<file path="config.mk">
export PLATFORM = sky130hd
export DESIGN_NAME = fwd_hazard_ctrl
export DESIGN_NICKNAME = d
export VERILOG_FILES = /design/src/rtl/fwd_hazard_ctrl.sv
export SDC_FILE = /design/constraint.sdc
export NUM_CORES = 1
export LEC_CHECK = 0
export ABC_AREA = 1
export BUFFER_PORTS_ARGS = -buffer_cell sky130_fd_sc_hd__buf_2
export CAP_MARGIN = 20
export CORE_MARGIN = 2
export CORE_UTILIZATION = 30
export CTS_CLUSTER_DIAMETER = 50
export DETAILED_ROUTE_END_ITERATION = 8
export GPL_ROUTABILITY_DRIVEN = 0
export SLEW_MARGIN = 30
export SYNTH_ARGS = -nofsm -noshare
export SYNTH_HDL_FRONTEND = slang
export SYNTH_SLANG_ARGS = --single-unit
</file>
<file path="constraint.sdc">
create_clock -name clk -period 3.83 [get_ports clk]
set_input_delay 0.383 -clock clk [delete_from_list [all_inputs] [get_ports clk]]
set_output_delay 0.383 -clock clk [all_outputs]
set_load 0.01 [all_outputs]
</file>
<file path="src/rtl/fwd_hazard_ctrl.sv">
// Forwarding and hazard controller: tracks in-flight destinations (EX slot plus
// writeback stages), resolves operand forwarding, load-use stalls and MUL/DIV holds.
module fwd_hazard_ctrl #(
  parameter int XLEN       = 32,
  parameter int NUM_SRC    = 2,
  parameter int FWD_STAGES = 2,
  parameter int MC_LAT     = 4
) (
  input  logic                       clk,
  input  logic                       rst,
  input  logic                       flush,
  input  logic                       id_valid,
  input  logic [NUM_SRC*5-1:0]       id_rs,
  input  logic [NUM_SRC-1:0]         id_rs_used,
  input  logic [4:0]                 id_rd,
  input  logic                       id_regwrite,
  input  logic                       id_memread,
  input  logic                       id_multicycle,
  input  logic [FWD_STAGES*XLEN-1:0] stage_data,
  output logic                       stall_id,
  output logic                       ex_hold,
  output logic [NUM_SRC-1:0]         fwd_hit,
  output logic [NUM_SRC*XLEN-1:0]    fwd_data
);

  localparam int CW = (MC_LAT > 1) ? $clog2(MC_LAT) : 1;

  typedef struct packed {
    logic [NUM_SRC*5-1:0] rs;
    logic [NUM_SRC-1:0]   rs_used;
    logic [4:0]           rd;
    logic                 regwrite;
    logic                 memread;
    logic                 multicycle;
  } ex_slot_t;

  typedef struct packed {
    logic [4:0] rd;
    logic       regwrite;
    logic       memread;
  } stage_t;

  typedef enum logic [0:0] {IDLE = 1'b0, BUSY = 1'b1} mc_state_t;

  // A load still in stage 0 has no data yet, so it can never be a forwarding source.
  function automatic logic stage_match(input stage_t s, input logic [4:0] src, input logic is_s0);
    return s.regwrite && (s.rd == src) && (src != 5'd0) && !(is_s0 && s.memread);
  endfunction

  ex_slot_t                  ex_q, ex_d;
  stage_t                    stg_q [FWD_STAGES];
  stage_t                    stg_d [FWD_STAGES];
  mc_state_t                 state_q, state_d, state_nxt_s;
  logic [CW-1:0]             cnt_q, cnt_d;
  logic [NUM_SRC-1:0]        lat_hit_q, lat_hit_d;
  logic [NUM_SRC*XLEN-1:0]   lat_data_q, lat_data_d;
  logic [NUM_SRC-1:0]        live_hit_s;
  logic [NUM_SRC*XLEN-1:0]   live_data_s;
  logic                      load_use_s, hold_s, use_lat_s, lat_en_s;

  // Live forwarding: scan oldest to youngest so the youngest match overwrites.
  always_comb begin
    live_hit_s  = '0;
    live_data_s = '0;
    for (int i = 0; i < NUM_SRC; i++) begin
      for (int k = FWD_STAGES - 1; k >= 0; k--) begin
        live_hit_s[i] = live_hit_s[i] |
                        (ex_q.rs_used[i] & stage_match(stg_q[k], ex_q.rs[i*5 +: 5], (k == 0)));
        live_data_s[i*XLEN +: XLEN] =
          (ex_q.rs_used[i] && stage_match(stg_q[k], ex_q.rs[i*5 +: 5], (k == 0)))
            ? stage_data[k*XLEN +: XLEN] : live_data_s[i*XLEN +: XLEN];
      end
    end
  end

  // Load-use detection between the ID instruction and a load sitting in EX.
  always_comb begin
    load_use_s = 1'b0;
    for (int i = 0; i < NUM_SRC; i++) begin
      load_use_s = load_use_s | (id_valid & id_rs_used[i] & (id_rs[i*5 +: 5] != 5'd0) &
                                 (id_rs[i*5 +: 5] == ex_q.rd) & ex_q.regwrite & ex_q.memread);
    end
  end

  // Multi-cycle FSM next state and hold/latch controls.
  always_comb begin
    state_nxt_s = state_q;
    cnt_d       = cnt_q;
    hold_s      = 1'b0;
    use_lat_s   = 1'b0;
    lat_en_s    = 1'b0;
    case (state_q)
      IDLE: begin
        if (ex_q.multicycle && (MC_LAT > 1)) begin
          hold_s      = 1'b1;
          lat_en_s    = 1'b1;
          state_nxt_s = BUSY;
          cnt_d       = CW'(MC_LAT - 2);
        end else begin
          cnt_d = '0;
        end
      end
      BUSY: begin
        use_lat_s = 1'b1;
        if (cnt_q != '0) begin
          hold_s = 1'b1;
          cnt_d  = cnt_q - {{(CW-1){1'b0}}, 1'b1};
        end else begin
          state_nxt_s = IDLE;
        end
      end
      default: begin
        state_nxt_s = IDLE;
        cnt_d       = '0;
      end
    endcase
    state_d = flush ? IDLE : state_nxt_s;
    cnt_d   = flush ? '0 : cnt_d;
  end

  // Pipeline advance: EX slot capture/hold/bubble and stage shift.
  always_comb begin
    ex_d = '0;
    if (flush) begin
      ex_d = '0;
    end else if (hold_s) begin
      ex_d = ex_q;
    end else if (!stall_id && id_valid) begin
      ex_d = '{rs: id_rs, rs_used: id_rs_used, rd: id_rd, regwrite: id_regwrite,
               memread: id_memread, multicycle: id_multicycle};
    end else begin
      ex_d = '0;
    end
    stg_d[0] = hold_s ? stage_t'('0) : '{rd: ex_q.rd, regwrite: ex_q.regwrite, memread: ex_q.memread};
    for (int k = 1; k < FWD_STAGES; k++) begin
      stg_d[k] = stg_q[k-1];
    end
    lat_hit_d  = lat_en_s ? live_hit_s  : lat_hit_q;
    lat_data_d = lat_en_s ? live_data_s : lat_data_q;
  end

  // State registers.
  always_ff @(posedge clk or posedge rst) begin
    if (rst) begin
      ex_q       <= '0;
      state_q    <= IDLE;
      cnt_q      <= '0;
      lat_hit_q  <= '0;
      lat_data_q <= '0;
      for (int k = 0; k < FWD_STAGES; k++) begin
        stg_q[k] <= '0;
      end
    end else begin
      ex_q       <= ex_d;
      state_q    <= state_d;
      cnt_q      <= cnt_d;
      lat_hit_q  <= lat_hit_d;
      lat_data_q <= lat_data_d;
      for (int k = 0; k < FWD_STAGES; k++) begin
        stg_q[k] <= stg_d[k];
      end
    end
  end

  assign ex_hold  = hold_s;
  assign stall_id = hold_s | load_use_s;
  assign fwd_hit  = use_lat_s ? lat_hit_q  : live_hit_s;
  assign fwd_data = use_lat_s ? lat_data_q : live_data_s;

endmodule

</file>
; Yosys cells after proc, flatten, opt, wreduce, memory -nomap -nowiden
; Index checks and enable logic that the tools add are counted.
[op_classes]
n_addsub = 1
eq_ne = 8
n_mux = 20
bitwise_logic = 19
reduce_logical = 22
[op_table]
columns = cell, n
row1 = 32-bit 2-to-1 mux, 4
row2 = 64-bit 2-to-1 mux, 1
row3 = 20-bit 2-to-1 mux, 3
row4 = 5-bit == test, 6
row5 = 5-bit nonzero test, 4
row6 = 1-bit logical AND, 15
row7 = 1-bit AND, 14
row8 = 2-bit 2-to-1 mux, 4
row9 = 7-bit 2-to-1 mux, 1
row10 = 1-bit 2-to-1 mux, 5
row11 = 1-bit OR, 4
row12 = 2-bit one-hot mux with 2 select lines, 1
row13 = 3-bit by 2-bit inequality test with 1-bit output (second input constant), 1
row14 = 1-bit zero test, 2
row15 = 2-bit inequality test (second input constant), 1
row16 = 1-bit one-hot mux with 2 select lines, 1
row17 = 2-bit nonzero test, 1
row18 = 2-bit by 1-bit subtractor with 2-bit output (second input constant), 1
row19 = 1-bit NOT, 1
[word_totals]
register_bits = 102
input_bits = 88
wordCells = 85

; Longest topological paths before layout
; Gate-level depths: netlist of run 1.
[logic_depth]
depth_word = 12
ltp_mapped = 11

; Least setup slack after synthesis of run 1
; OpenSTA, ideal clock, no wires.
[synth_path]
kind = register to output
start = register ex_q[14] (netlist name)
end = output port fwd_data[6]
arrival_ns = 1.467
required_ns = 3.447
slack_ns = 1.980
path_stages_with_launch = 8
path_buffers = 1
cell_sequence = dfrtp_1 -> xor2_1 -> nor3_4 -> nand2_2 -> buf_4 -> nand2_1 -> nand2_1 -> a21oi_1
[synth_via]
elab_chain_len = 7
[synth_lines]
columns = element, line
row1 = from (decl), 50  ; ex_slot_t ex_q, ex_d;
row2 = from (signal assigned), 145  ; ex_q <= '0;
row3 = from (signal assigned), 154  ; ex_q <= ex_d;
row4 = 5-bit == test, 47  ; return s.regwrite && (s.rd == src) && (src != 5'd0) && !(is_s0 && s.memread);
row5 = 1-bit logical AND (2 in series), 47
row6 = "1-bit logical AND, on equally long branches", "70, 47"
row7 = 32-bit 2-to-1 mux or 1-bit logical AND (tied branches), "71, 70"
row8 = 32-bit 2-to-1 mux (*), 71  ; ? stage_data[k*XLEN +: XLEN] : live_data_s[i*XLEN +: XLEN];
row9 = 64-bit 2-to-1 mux (*), 168  ; assign fwd_data = use_lat_s ? lat_data_q : live_data_s;
row10 = to (decl), 23  ; output logic [NUM_SRC*XLEN-1:0] fwd_data
; Mark *: on every way between the ends. The rest lies on a longest branch, timed or not.

; Final worst setup path of run 1
[layout_path]
start = register ex_q[12] (netlist name)
end = output port fwd_data[11]
; Same word-level chain as after synthesis.

==> impl_results.rst, run 1 <==
.. list-table::
   :header-rows: 1

   * - Metric
     - Value
   * - Outcome
     - completed
   * - Worst endpoint data arrival time
     - 3.00 ns
   * - Type of the worst setup path
     - reg -> out
   * - Number of routed nets with antenna violations
     - 0
   * - Drc violations
     - 0
   * - Setup repair after global routing missed its margin
     - false
   * - Total of buffers placed on input and output ports
     - 155
   * - Headroom to the max-slew limit
     - 0.379
   * - Clk pin slew, worst setup/hold paths
     - 0.08 ns
   * - Max capacitance violation total
     - 0
   * - Syn. warnings
     - 0
   * - Total standard cell area after synthesis
     - 6580 µm²
   * - Slowest stage cell, crit path
     - nor2_2
   * - Maximum clock skew at final layout
     - 0.0101 ns
   * - CP Data Required Time
     - 3.45 ns
   * - Tightest Hold Check Type
     - in -> async
   * - Per-cell routed wire length
     - 14.7 µm
   * - Dpl hpwl
     - 14,600 µm
   * - Vias
     - 6,847
   * - Count of hold buffers inserted by post-cts repair
     - 0
   * - Count of mapped cells out of synthesis
     - 1,038
   * - Met2 routed WL
     - 9570 µm
   * - Net count reported at finish
     - 1,246
   * - Initial drt markers
     - 500
   * - Horiz. Die Dim
     - 152 µm
   * - Clock insertion delay at the later pin of the skew report
     - 0.36 ns
   * - Number of storage elements in the synthesis netlist
     - 102
   * - CTS Sinks
     - 102
   * - Post-CTS Setup Bufs
     - 0
   * - Final-report max-slew violation count
     - 0
   * - H-tree lvl count
     - 3
   * - Clk buf depth
     - 2
   * - Synthesized net count
     - 1,127
   * - Peak Freq
     - 295 MHz
   * - Initial antenna violation count
     - 5
   * - Number of global-route vias before repair
     - 6,458
   * - Tightest Pin Transition
     - 0.929 ns
   * - Height of the chip
     - 152 µm
   * - Number of hold-slack violations in the final timing report
     - 0
   * - Number of standard-cell rows in the floorplan
     - 54
   * - Drt first pass iters
     - 5
   * - Area of the multi-input gates
     - 3400 µm²
   * - Area enclosed by the die boundary
     - 23,100 µm²
   * - Largest net degree at the start of global routing
     - 84
   * - Ordered cell list for the critical path
     - xnor2_1 -> nand2_1 -> nor2_2 -> nand2_4 -> inv_2 -> nand2_1 -> nand3_1 -> nand2_1 -> buf_2
   * - Leakage Power
     - 4.82 nW
   * - Fill cell total of the finished layout
     - 2,364
   * - CP dominant cell by count
     - nand2_1
   * - Ratio of routed vias to standard cells
     - 4.74
   * - Total Routed Length
     - 21,300 µm
   * - Buffers and inverters on the worst path
     - 2
   * - Ratio of final minimum period to clock period
     - 0.884
   * - Ratio of total power to cell area
     - 321 nW/µm²
   * - Area of the core
     - 21,700 µm²
   * - GR Overflow Total
     - 0
   * - Relative area change from synthesis to final layout
     - 20.1%
   * - Distinct cells, synth
     - 26
   * - Total power after layout
     - 2.54 mW
   * - Final setup violation count
     - 0
   * - Length of routed wiring on met1
     - 9870 µm
   * - Clock Root Buffer
     - clkbuf_16
   * - Worst path setup slack after routing
     - 0.445 ns
   * - Kind of start point of the critical path
     - flip-flop
   * - Seq. cell area
     - 2550 µm²
   * - Worst-path fanout max
     - 34
   * - Pre-CTS setup slack
     - 0.583 ns
   * - Fraction of final layout cells with drive strength greater than 1
     - 0.183
   * - Peak supply drop
     - 0.196 mV
   * - Family with the most delay on the worst path
     - simple AND/OR/NAND/NOR gates
   * - WL met3
     - 1400 µm
   * - Final standard cell utilization of the core
     - 0.364
   * - Overall global routing resource usage
     - 0.184
   * - Sequential element share of the synthesized area
     - 0.388
   * - Summed negative setup slack over all endpoints
     - 0 ns
   * - Post-layout min period
     - 3.39 ns
   * - Final instance count without filler cells
     - 1,444
   * - Kind of end point of the critical path
     - output port
   * - Delay of the slowest cell on the worst path
     - 0.59 ns
   * - Highest routed layer
     - met5
   * - Number of placed instances with taps included
     - 1,426
   * - Total of cells resized after clock tree synthesis
     - 0
   * - Post-Syn Area per Cell
     - 6.34 µm²
   * - TritonCTS buffer count
     - 9
   * - Io pins
     - 156
   * - Initial core utilization
     - 0.303
   * - Clock tree from TritonCTS
     - yes
   * - Wire length of the first global-routing pass
     - 34,600 µm
==> layout by cell type (no fill, tap or decap), types with 3 or more instances in the layout <==
cell type | synthesis | routed
nand3_1 | 128 | 128
inv_2 | 6 | 4
a21oi_1 | 32 | 32
or2_2 | 16 | 16
clkbuf_16 | 0 | 9
inv_1 | 97 | 96
o21ai_0 | 11 | 11
xnor2_1 | 9 | 9
buf_4 | 2 | 9
nand2_1 | 456 | 456
nand4_1 | 21 | 21
buf_2 | 21 | 155
nor2_4 | 0 | 3
nor2_1 | 72 | 71
nand3b_1 | 16 | 16
dfrtp_1 | 102 | 102
==> area by class of cell <==
class	count	area share
Clock buffer	11	0.0320
Sequential cell	102	0.323
Inverter	104	0.0501
Tap cell	280	0.0444
Antenna cell	2	0.000634
Clock inverter	5	0.00792
Timing Repair Buffer	166	0.112
Multi-Input combinational cell	774	0.430
==> synth_stat cells <==
library cell / instances / share of area
buf_4: 2 / 0.0023
clkbuf_1: 25 / 0.014
nand2_1: 456 / 0.26
inv_2: 6 / 0.0034
o21ai_0: 11 / 0.0084
buf_6: 1 / 0.0017
nand3b_1: 16 / 0.018
or2_2: 16 / 0.015
a32o_1: 1 / 0.0015
nor3_4: 1 / 0.0025
nand4_1: 21 / 0.020
nand3_1: 128 / 0.097
nor3_1: 1 / 0.00076
nor2_1: 72 / 0.041
xor2_1: 2 / 0.0027
clkinv_1: 1 / 0.00057
a21oi_1: 32 / 0.024
o211ai_1: 1 / 0.0011
ha_1: 1 / 0.0019
buf_1: 9 / 0.0051
nand2_2: 2 / 0.0019
inv_1: 97 / 0.055
buf_2: 21 / 0.016
xnor2_1: 9 / 0.012
dfrtp_1: 102 / 0.39
nor2_2: 4 / 0.0038
==> where the power goes <==
group          switching, mW  internal (mW)
clock network          0.447          0.548
registers             0.0390           1.14
logic                  0.239          0.125
==> layer usage <==
| metal | up-vias | GRT usage |
|---|---|---|
| met1 | 3123 | 0.253 |
| li1 | 3459 | - |
| met5 | - | 0 |
| met4 | 4 | 0.0587 |
| met2 | 231 | 0.292 |
| met3 | 30 | 0.0362 |
==> stage by stage <==
stage | instance area [µm²] | hold WS (ns)
5_1_grt | 7900 | 0.176
3_3_place_gp | 7570 | 0.358
6_report | 7900 | 0.114
4_1_cts | 7890 | 0.130
3_5_place_dp | 7570 | 0.364
2_1_floorplan | 6580 | 0.354
==> state kept, by name, indices dropped and copies added, names as in the netlist <==
| signal | flops |
|---|---|
| lat_data_q | 64 |
| ex_q | 20 |
| stg_d | 7 |
| stg_q | 6 |
| cnt_q | 2 |
| lat_hit_q | 2 |
| state_q | 1 |
==> cell families (layout without fill, tap and decap cells) <==
logic type      after synthesis  after routing  synth area share
xor+xnor                     11             11            0.0147
other cells                   0              2                 0
compound gates               45             45            0.0354
fa+ha+maj                     1              1           0.00190
simple gates                717            717             0.461
buf+inv                     162            286            0.0987
flops                       102            102             0.388
==> path summary, 6_finish.rpt <==
path	start	endpoint	slack, ns	cells past startpoint
worst min-delay path	rst	lat_data_q[29]	0.11	2
min in group clk	id_rs_used[1]	ex_q[9]	0.33	3
worst min register to register	stg_d[1]	stg_q[1]	0.38	0
worst max register to register	state_q	lat_data_q[52]	1.12	5
max in group asynchronous	rst	lat_data_q[7]	2.99	3
worst max-delay path	ex_q[12]	fwd_data[11]	0.44	9
No activity file was read; power rests on OpenSTA's default activity.
==> run 2, diff against run 1 <==
--- a/config.mk
+++ b/config.mk
@@ -5,14 +5,13 @@
 export SDC_FILE = /design/constraint.sdc
 export NUM_CORES = 1
 export LEC_CHECK = 0
-export ABC_AREA = 1
+export ABC_AREA = 0
 export BUFFER_PORTS_ARGS = -buffer_cell sky130_fd_sc_hd__buf_2
 export CAP_MARGIN = 20
 export CORE_MARGIN = 2
 export CORE_UTILIZATION = 30
 export CTS_CLUSTER_DIAMETER = 50
 export DETAILED_ROUTE_END_ITERATION = 8
-export GPL_ROUTABILITY_DRIVEN = 0
 export SLEW_MARGIN = 30
 export SYNTH_ARGS = -nofsm -noshare
 export SYNTH_HDL_FRONTEND = slang
==> impl_results.rst, run 2 <==
.. list-table::
   :header-rows: 1

   * - Metric
     - Value
   * - Kind of end point of the critical path
     - output port
   * - Flip-flop count of the largest register, all copies and words added
     - 64 (unchanged)
   * - Largest net degree at the start of global routing
     - 98 (+17%)
   * - Summed negative setup slack over all endpoints
     - 0 ns (unchanged)
   * - Area enclosed by the die boundary
     - 23,800 µm² (+2.8%)
   * - Final setup violation count
     - 0 (unchanged)
   * - Fill cell total of the finished layout
     - 2,275 (-3.8%)
   * - Total of buffers placed on input and output ports
     - 155 (unchanged)
   * - Sequential element share of the synthesized area
     - 0.377 (-0.0108)
   * - Syn. warnings
     - 0 (unchanged)
   * - Clk buf depth
     - 2 (unchanged)
   * - Pre-CTS setup slack
     - 0.879 ns (+0.296 ns)
   * - TritonCTS buffer count
     - 9 (unchanged)
   * - CP Data Required Time
     - 3.45 ns (about the same)
   * - Tightest Hold Check Type
     - in -> async
   * - Clk pin slew, worst setup/hold paths
     - 0.07 ns (about the same)
   * - Biggest area consumer among synthesized cells
     - dfrtp_1
   * - Most used flip-flop cell after synthesis
     - dfrtp_1
   * - Overall global routing resource usage
     - 0.168 (-0.0160)
   * - Total standard cell area after synthesis
     - 6760 µm² (+2.9%)
   * - GR Overflow Total
     - 0 (unchanged)
   * - Fraction of registers with async set or reset after synthesis
     - 1.00 (unchanged)
   * - Net count reported at finish
     - 990 (-21%)
   * - Height of the chip
     - 154 µm (+1.4%)
   * - Ratio of total power to cell area
     - 320 nW/µm² (-0.25%)
   * - Number of flops mapped to enable cells by yosys
     - 0 (unchanged)
   * - Final-report max-slew violation count
     - 0 (unchanged)
   * - Flop pwr share
     - 0.450 (-0.014)
   * - Initial drt markers
     - 415 (-17%)
   * - Setup repair after global routing missed its margin
     - false
   * - Proportion of power drawn by combinational gates
     - 0.145 (+0.002)
   * - Type of the worst setup path
     - reg -> out
   * - Outcome
     - completed
   * - Initial antenna violation count
     - 1 (-4)
   * - Share of Yosys cell area claimed by the top area cell type
     - 0.377 (-0.0108)
   * - Ratio of routed vias to standard cells
     - 5.31 (+12%)
   * - Fraction of final layout cells with drive strength greater than 1
     - 0.268 (+0.0849)
   * - Internal cell power
     - 1.89 mW (+4.5%)
   * - Post-CTS Setup Bufs
     - 0 (unchanged)
   * - Max capacitance violation total
     - 0 (unchanged)
   * - Clock tree from TritonCTS
     - yes
   * - Clock insertion delay at the later pin of the skew report
     - 0.35 ns (about the same)
   * - Post-synth top cells
     - nand2_1 (179), dfrtp_1 (102), nand3_1 (67)
   * - Count of hold buffers inserted by post-cts repair
     - 0 (unchanged)
   * - Distinct cells, synth
     - 41 (+58%)
   * - Total Routed Length
     - 19,800 µm (-6.7%)
   * - Worst endpoint data arrival time
     - 2.96 ns (-0.04 ns)
   * - Post-layout min period
     - 3.34 ns (-0.0415 ns)
   * - Number of routed nets with antenna violations
     - 0 (unchanged)
   * - Number of storage elements in the synthesis netlist
     - 102 (unchanged)
   * - Fraction of power spent switching nets
     - 0.267 (-0.0185)
   * - Relative area change from synthesis to final layout
     - 19.3%
   * - Drc violations
     - 0 (unchanged)
   * - Ratio of final minimum period to clock period
     - 0.873 (-0.0108)
   * - Most frequent cell after synthesis
     - nand2_1
   * - Area of the core
     - 22,000 µm² (+1.2%)
   * - Top reg by flops
     - lat_data_q
   * - Initial core utilization
     - 0.308 (+0.00482)
   * - Maximum clock skew at final layout
     - 0.00635 ns (-0.00380 ns)
   * - Clock Root Buffer
     - clkbuf_16
   * - H-tree lvl count
     - 3 (unchanged)
   * - Drt first pass iters
     - 5 (unchanged)
   * - Highest-count cells in the layout ignoring fill and taps
     - nand2_1 (179), buf_2 (155), dfrtp_1 (100)
   * - Peak supply drop
     - 0.208 mV (+6.4%)
   * - Most common library cell in the layout ignoring fill and taps
     - nand2_1
   * - Cell types occupying the most area after synthesis
     - dfrtp_1 (38%), nand2_1 (9.9%), o211ai_2 (7.8%)
   * - Post-Syn Area per Cell
     - 8.49 µm² (+34%)
   * - Synthesized net count
     - 886 (-21%)
   * - Tightest Pin Transition
     - 0.808 ns (-0.121 ns)
   * - Worst path setup slack after routing
     - 0.486 ns (+0.0415 ns)
   * - Vias
     - 6,306 (-7.9%)
   * - Number of hold-slack violations in the final timing report
     - 0 (unchanged)
   * - Psw
     - 0.690 mW (-4.7%)
   * - Total power after layout
     - 2.58 mW (+1.9%)
   * - Clock Power Share
     - 0.405 (+0.013)
   * - Number of global-route vias before repair
     - 6,034 (-6.6%)
   * - Leakage Power
     - 3.42 nW (-29%)
   * - Peak Freq
     - 299 MHz (+1.2%)
   * - Kind of start point of the critical path
     - flip-flop
   * - Horiz. Die Dim
     - 154 µm (+1.4%)
   * - Worst-path fanout max
     - 39 (+15%)
   * - Number of standard-cell rows in the floorplan
     - 54 (unchanged)
   * - Headroom to the max-slew limit
     - 0.462 (+0.0822)
   * - Total of cells resized after clock tree synthesis
     - 0 (unchanged)
   * - CTS Sinks
     - 102 (unchanged)
   * - Per-cell routed wire length
     - 16.7 µm (+14%)
   * - Io pins
     - 156 (unchanged)
   * - Count of mapped cells out of synthesis
     - 797 (-23%)
   * - Wire length of the first global-routing pass
     - 32,300 µm (-6.8%)
   * - Gpl congestion
     - 0.816
   * - Dpl hpwl
     - 13,100 µm (-10%)
[run 2: changes by cell type in the layout (fill, tap and decap cells not counted), moves of 51 or more]
| cell | change |
|---|---|
| o221ai_1 | +52 |
| nand2_1 | -277 |
| inv_1 | -93 |
| nor2_1 | -67 |
| nand3_1 | -61 |
| nand2b_1 | +51 |
[run 2: per-stage QoR]
step	std cells	utilization	hold slack, ns	cell area (µm²)
floorplan	797	-	0.347	6760
global placement	1170	0.352	0.353	7720
detailed placement	1170	0.352	0.375	7720
CTS	1186	0.367	0.209	8060
global route	1186	0.367	0.250	8060
finish	1187	0.367	0.180	8070
[run 2: final timing paths]
path	startpoint	to	slack (ns)	depth (start not counted)
worst max-delay path	ex_q[18]	fwd_data[41]	0.49	6
worst min-delay path	rst	ex_q[1]	0.18	2
worst max register to register	ex_q[16]	lat_data_q[46]	1.28	5
worst min register to register	stg_d[1]	stg_q[1]	0.39	0
max in group asynchronous	rst	lat_data_q[33]	2.93	3
min in group clk	id_rd[2]	ex_q[5]	0.29	3
[run 2: kinds of logic after synthesis]
family | synth area share
adders and majority gates | 0.00185
DFF | 0.377
AOI/OAI and AO/OA | 0.227
and+or+nand+nor | 0.298
xor gates and xnor gates | 0.0376
buffers and inverters | 0.0585
[run 2: critical path: stages (launching register included)]
cell	delay, ns
dfrtp_1	0.44
xnor2_1	0.25
nand2_1	0.07
or4_2	1.04
buf_4	0.38
o221ai_1	0.23
buf_2	0.17
[run 2: area by class of cell]
class,count,area (µm²),area share
tap,280,350,0.0434
inverter,4,17.5,0.00217
multi-input combinational,610,3840,0.477
antenna,1,2.50,0.000310
clock inverter,6,110,0.0136
timing repair buffer,174,956,0.119
clock buffer,10,229,0.0284
sequential,102,2560,0.317
[run 2: power groups by stage]
| stage | clock network [mW] | logic, mW | registers, mW |
|---|---|---|---|
| 2_1_floorplan | 0 | 0.252 | 1.16 |
| 3_3_place_gp | 0 | 0.376 | 1.18 |
| 3_5_place_dp | 0 | 0.378 | 1.18 |
| 4_1_cts | 1.08 | 0.379 | 1.16 |
| 5_1_grt | 1.12 | 0.415 | 1.17 |
| 6_report | 1.05 | 0.375 | 1.16 |
[run 2: metal layers]
layer,vias to the layer above,part of all wire,track usage
li1,3080,-,-
met1,3012,0.48,0.235
met2,191,0.45,0.265
met3,23,0.057,0.0299
met4,0,0.017,0.0498
met5,-,0,0
==> run 3, diff against run 2 <==
==> constraint.sdc (replaced) <==
create_clock -name clk -period 4 [get_ports clk]
set_input_delay 0.4 -clock clk [delete_from_list [all_inputs] [get_ports clk]]
set_output_delay 0.4 -clock clk [all_outputs]
set_load 0.01 [all_outputs]
==> impl_results.rst, run 3 (synthesis gave the netlist of run 2 again) <==
.. list-table::
   :header-rows: 1

   * - Metric
     - Value
   * - Outcome
     - completed
   * - Buffers and inverters on the worst path
     - 2 (unchanged)
   * - Maximum clock skew at final layout
     - 0.0133 ns (+0.00697 ns)
   * - Fill cell total of the finished layout
     - 2,268 (-0.31%)
   * - CP Data Required Time
     - 3.60 ns (+0.15 ns)
   * - Area enclosed by the die boundary
     - 23,800 µm² (unchanged)
   * - Slowest stage cell, crit path
     - or4_2
   * - Headroom to the max-slew limit
     - 0.391 (-0.0701)
   * - Seq. cell area
     - 2560 µm² (unchanged)
   * - Area of the multi-input gates
     - 3840 µm² (unchanged)
   * - Clock insertion delay at the later pin of the skew report
     - 0.36 ns (about the same)
   * - Summed negative setup slack over all endpoints
     - 0 ns (unchanged)
   * - Total number of cells along the worst setup path
     - 6 (unchanged)
   * - Dpl hpwl
     - 13,700 µm (+4.2%)
   * - Largest net degree at the start of global routing
     - 92 (-6.1%)
   * - Hold slack final
     - 0.135 ns (-0.0452 ns)
   * - Family with the most delay on the worst path
     - simple AND/OR/NAND/NOR gates
   * - Ratio of final minimum period to clock period
     - 0.855
   * - CTS Sinks
     - 102 (unchanged)
   * - Relative area change from synthesis to final layout
     - 18.8%
   * - Ordered cell list for the critical path
     - or4_1 -> o21ai_2 -> or4_2 -> buf_4 -> o221ai_1 -> buf_2
   * - Post-CTS Setup Bufs
     - 0 (unchanged)
   * - Most common library cell in the layout ignoring fill and taps
     - nand2_1
   * - Overall global routing resource usage
     - 0.173 (+0.00520)
   * - Post-layout min period
     - 3.42 ns
   * - Number of hold-slack violations in the final timing report
     - 0 (unchanged)
   * - Net count reported at finish
     - 991 (+0.10%)
   * - Peak supply drop
     - 0.209 mV (+0.21%)
   * - Cell count of the worst reg-to-reg path
     - 5 (unchanged)
   * - Initial antenna violation count
     - 0 (-1)
   * - Wire length of the first global-routing pass
     - 33,700 µm (+4.3%)
   * - Ratio of total power to cell area
     - 304 nW/µm² (-5.1%)
   * - Worst-path fanout max
     - 37 (-5.1%)
   * - Clk pin slew, worst setup/hold paths
     - 0.07 ns (about the same)
   * - Drc violations
     - 0 (unchanged)
   * - Drt first pass iters
     - 7 (+2)
   * - Max capacitance violation total
     - 0 (unchanged)
   * - Initial core utilization
     - 0.308 (unchanged)
   * - Total of cells resized after clock tree synthesis
     - 0 (unchanged)
   * - Gpl congestion
     - 0.818 (+0.28%)
   * - Tightest Hold Check Type
     - in -> async
   * - Number of global-route vias before repair
     - 6,425 (+6.5%)
   * - Leakage Power
     - 3.41 nW (-0.20%)
   * - Register-to-register setup slack
     - 1.28 ns (about the same)
   * - GR Overflow Total
     - 0 (unchanged)
   * - H-tree lvl count
     - 3 (unchanged)
   * - Height of the chip
     - 154 µm (unchanged)
   * - Worst setup endpoint
     - fwd_data[43]
   * - Clk buf depth
     - 2 (unchanged)
   * - Peak Freq
     - 292 MHz
   * - Total power after layout
     - 2.44 mW (-5.5%)
   * - Type of the worst setup path
     - reg -> out
   * - Total Routed Length
     - 20,500 µm (+3.1%)
   * - Fraction of final layout cells with drive strength greater than 1
     - 0.269 (+0.000807)
   * - Clock Root Buffer
     - clkbuf_16
   * - Vias
     - 6,438 (+2.1%)
   * - Tightest Pin Transition
     - 0.913 ns (+0.105 ns)
   * - Ratio of routed vias to standard cells
     - 5.42 (+2.0%)
   * - Source of the critical timing path
     - ex_q[16]
   * - R2R Path End
     - lat_data_q[24]
   * - Highest-count cells in the layout ignoring fill and taps
     - nand2_1 (179), buf_2 (155), dfrtp_1 (100)
   * - Horiz. Die Dim
     - 154 µm (unchanged)
   * - TritonCTS buffer count
     - 9 (unchanged)
   * - Top reg by flops
     - lat_data_q
   * - Total of buffers placed on input and output ports
     - 155 (unchanged)
   * - Kind of end point of the critical path
     - output port
   * - Final-report max-slew violation count
     - 0 (unchanged)
   * - Worst endpoint data arrival time
     - 3.02 ns (+0.06 ns)
   * - Number of standard-cell rows in the floorplan
     - 54 (unchanged)
   * - Final setup violation count
     - 0 (unchanged)
   * - Delay of the slowest cell on the worst path
     - 0.65 ns (-0.39 ns)
   * - Reg2Reg Launch Point
     - ex_q[10]
   * - Per-cell routed wire length
     - 17.2 µm (+3.0%)
   * - Clock tree from TritonCTS
     - yes
   * - Io pins
     - 156 (unchanged)
   * - Count of hold buffers inserted by post-cts repair
     - 0 (unchanged)
   * - Initial drt markers
     - 304 (-27%)
   * - Flip-flop count of the largest register, all copies and words added
     - 64 (unchanged)
   * - Kind of start point of the critical path
     - flip-flop
   * - Number of routed nets with antenna violations
     - 0 (unchanged)
   * - Setup repair after global routing missed its margin
     - false
   * - Area of the core
     - 22,000 µm² (unchanged)
run 3: worst min-delay path by stage:
stage,from,endpoint,slack [ns],depth (start not counted)
CTS,rst,stg_q[5],0.15,2
floorplan,stg_d[1],stg_q[1],0.35,0
global placement,stg_d[1],stg_q[1],0.36,0
detailed placement,stg_d[1],stg_q[1],0.38,0
global route,rst,stg_d[2],0.19,2
finish,rst,ex_q[1],0.14,2
run 3: layout make-up:
class,instances,area share
Antenna cell,1,0.000311
Tap cell,280,0.0436
Clock inverter,5,0.0101
Sequential cell,102,0.318
Multi-Input combinational cell,610,0.478
Clock buffer,11,0.0302
Inverter,4,0.00218
Timing Repair Buffer,175,0.117
run 3: per-layer routing:
layer  up-vias  GRT usage  routed length (µm)
li1       3106          -                   -
met3        17     0.0279                1170
met1      3107      0.240                9700
met5         -          0                   0
met4         0     0.0467                 284
met2       208      0.282                9310
run 3: power breakdown:
part | total (mW) | internal (mW) | switching [mW]
combinational | 0.351 | 0.134 | 0.217
sequential | 1.12 | 1.07 | 0.0533
clock | 0.973 | 0.568 | 0.406
run 3: stage by stage:
step / cell area [µm²] / cells / setup slack [ns] / util
floorplan: 6760 / 797 / 0.925 / -
global placement: 7710 / 1171 / 1.01 / 0.351
detailed placement: 7710 / 1171 / 0.995 / 0.351
CTS: 8030 / 1187 / 0.594 / 0.366
global route: 8030 / 1187 / 0.441 / 0.366
finish: 8030 / 1188 / 0.581 / 0.366
run 3: worst register-to-register path, delay by kind of cell (launching register included):
| family | cells | cell delay [ns] |
|---|---|---|
| flops | 1 | 0.42 |
| compound gates | 2 | 0.46 |
| buf+inv | 1 | 0.36 |
| simple gates | 2 | 1.37 |
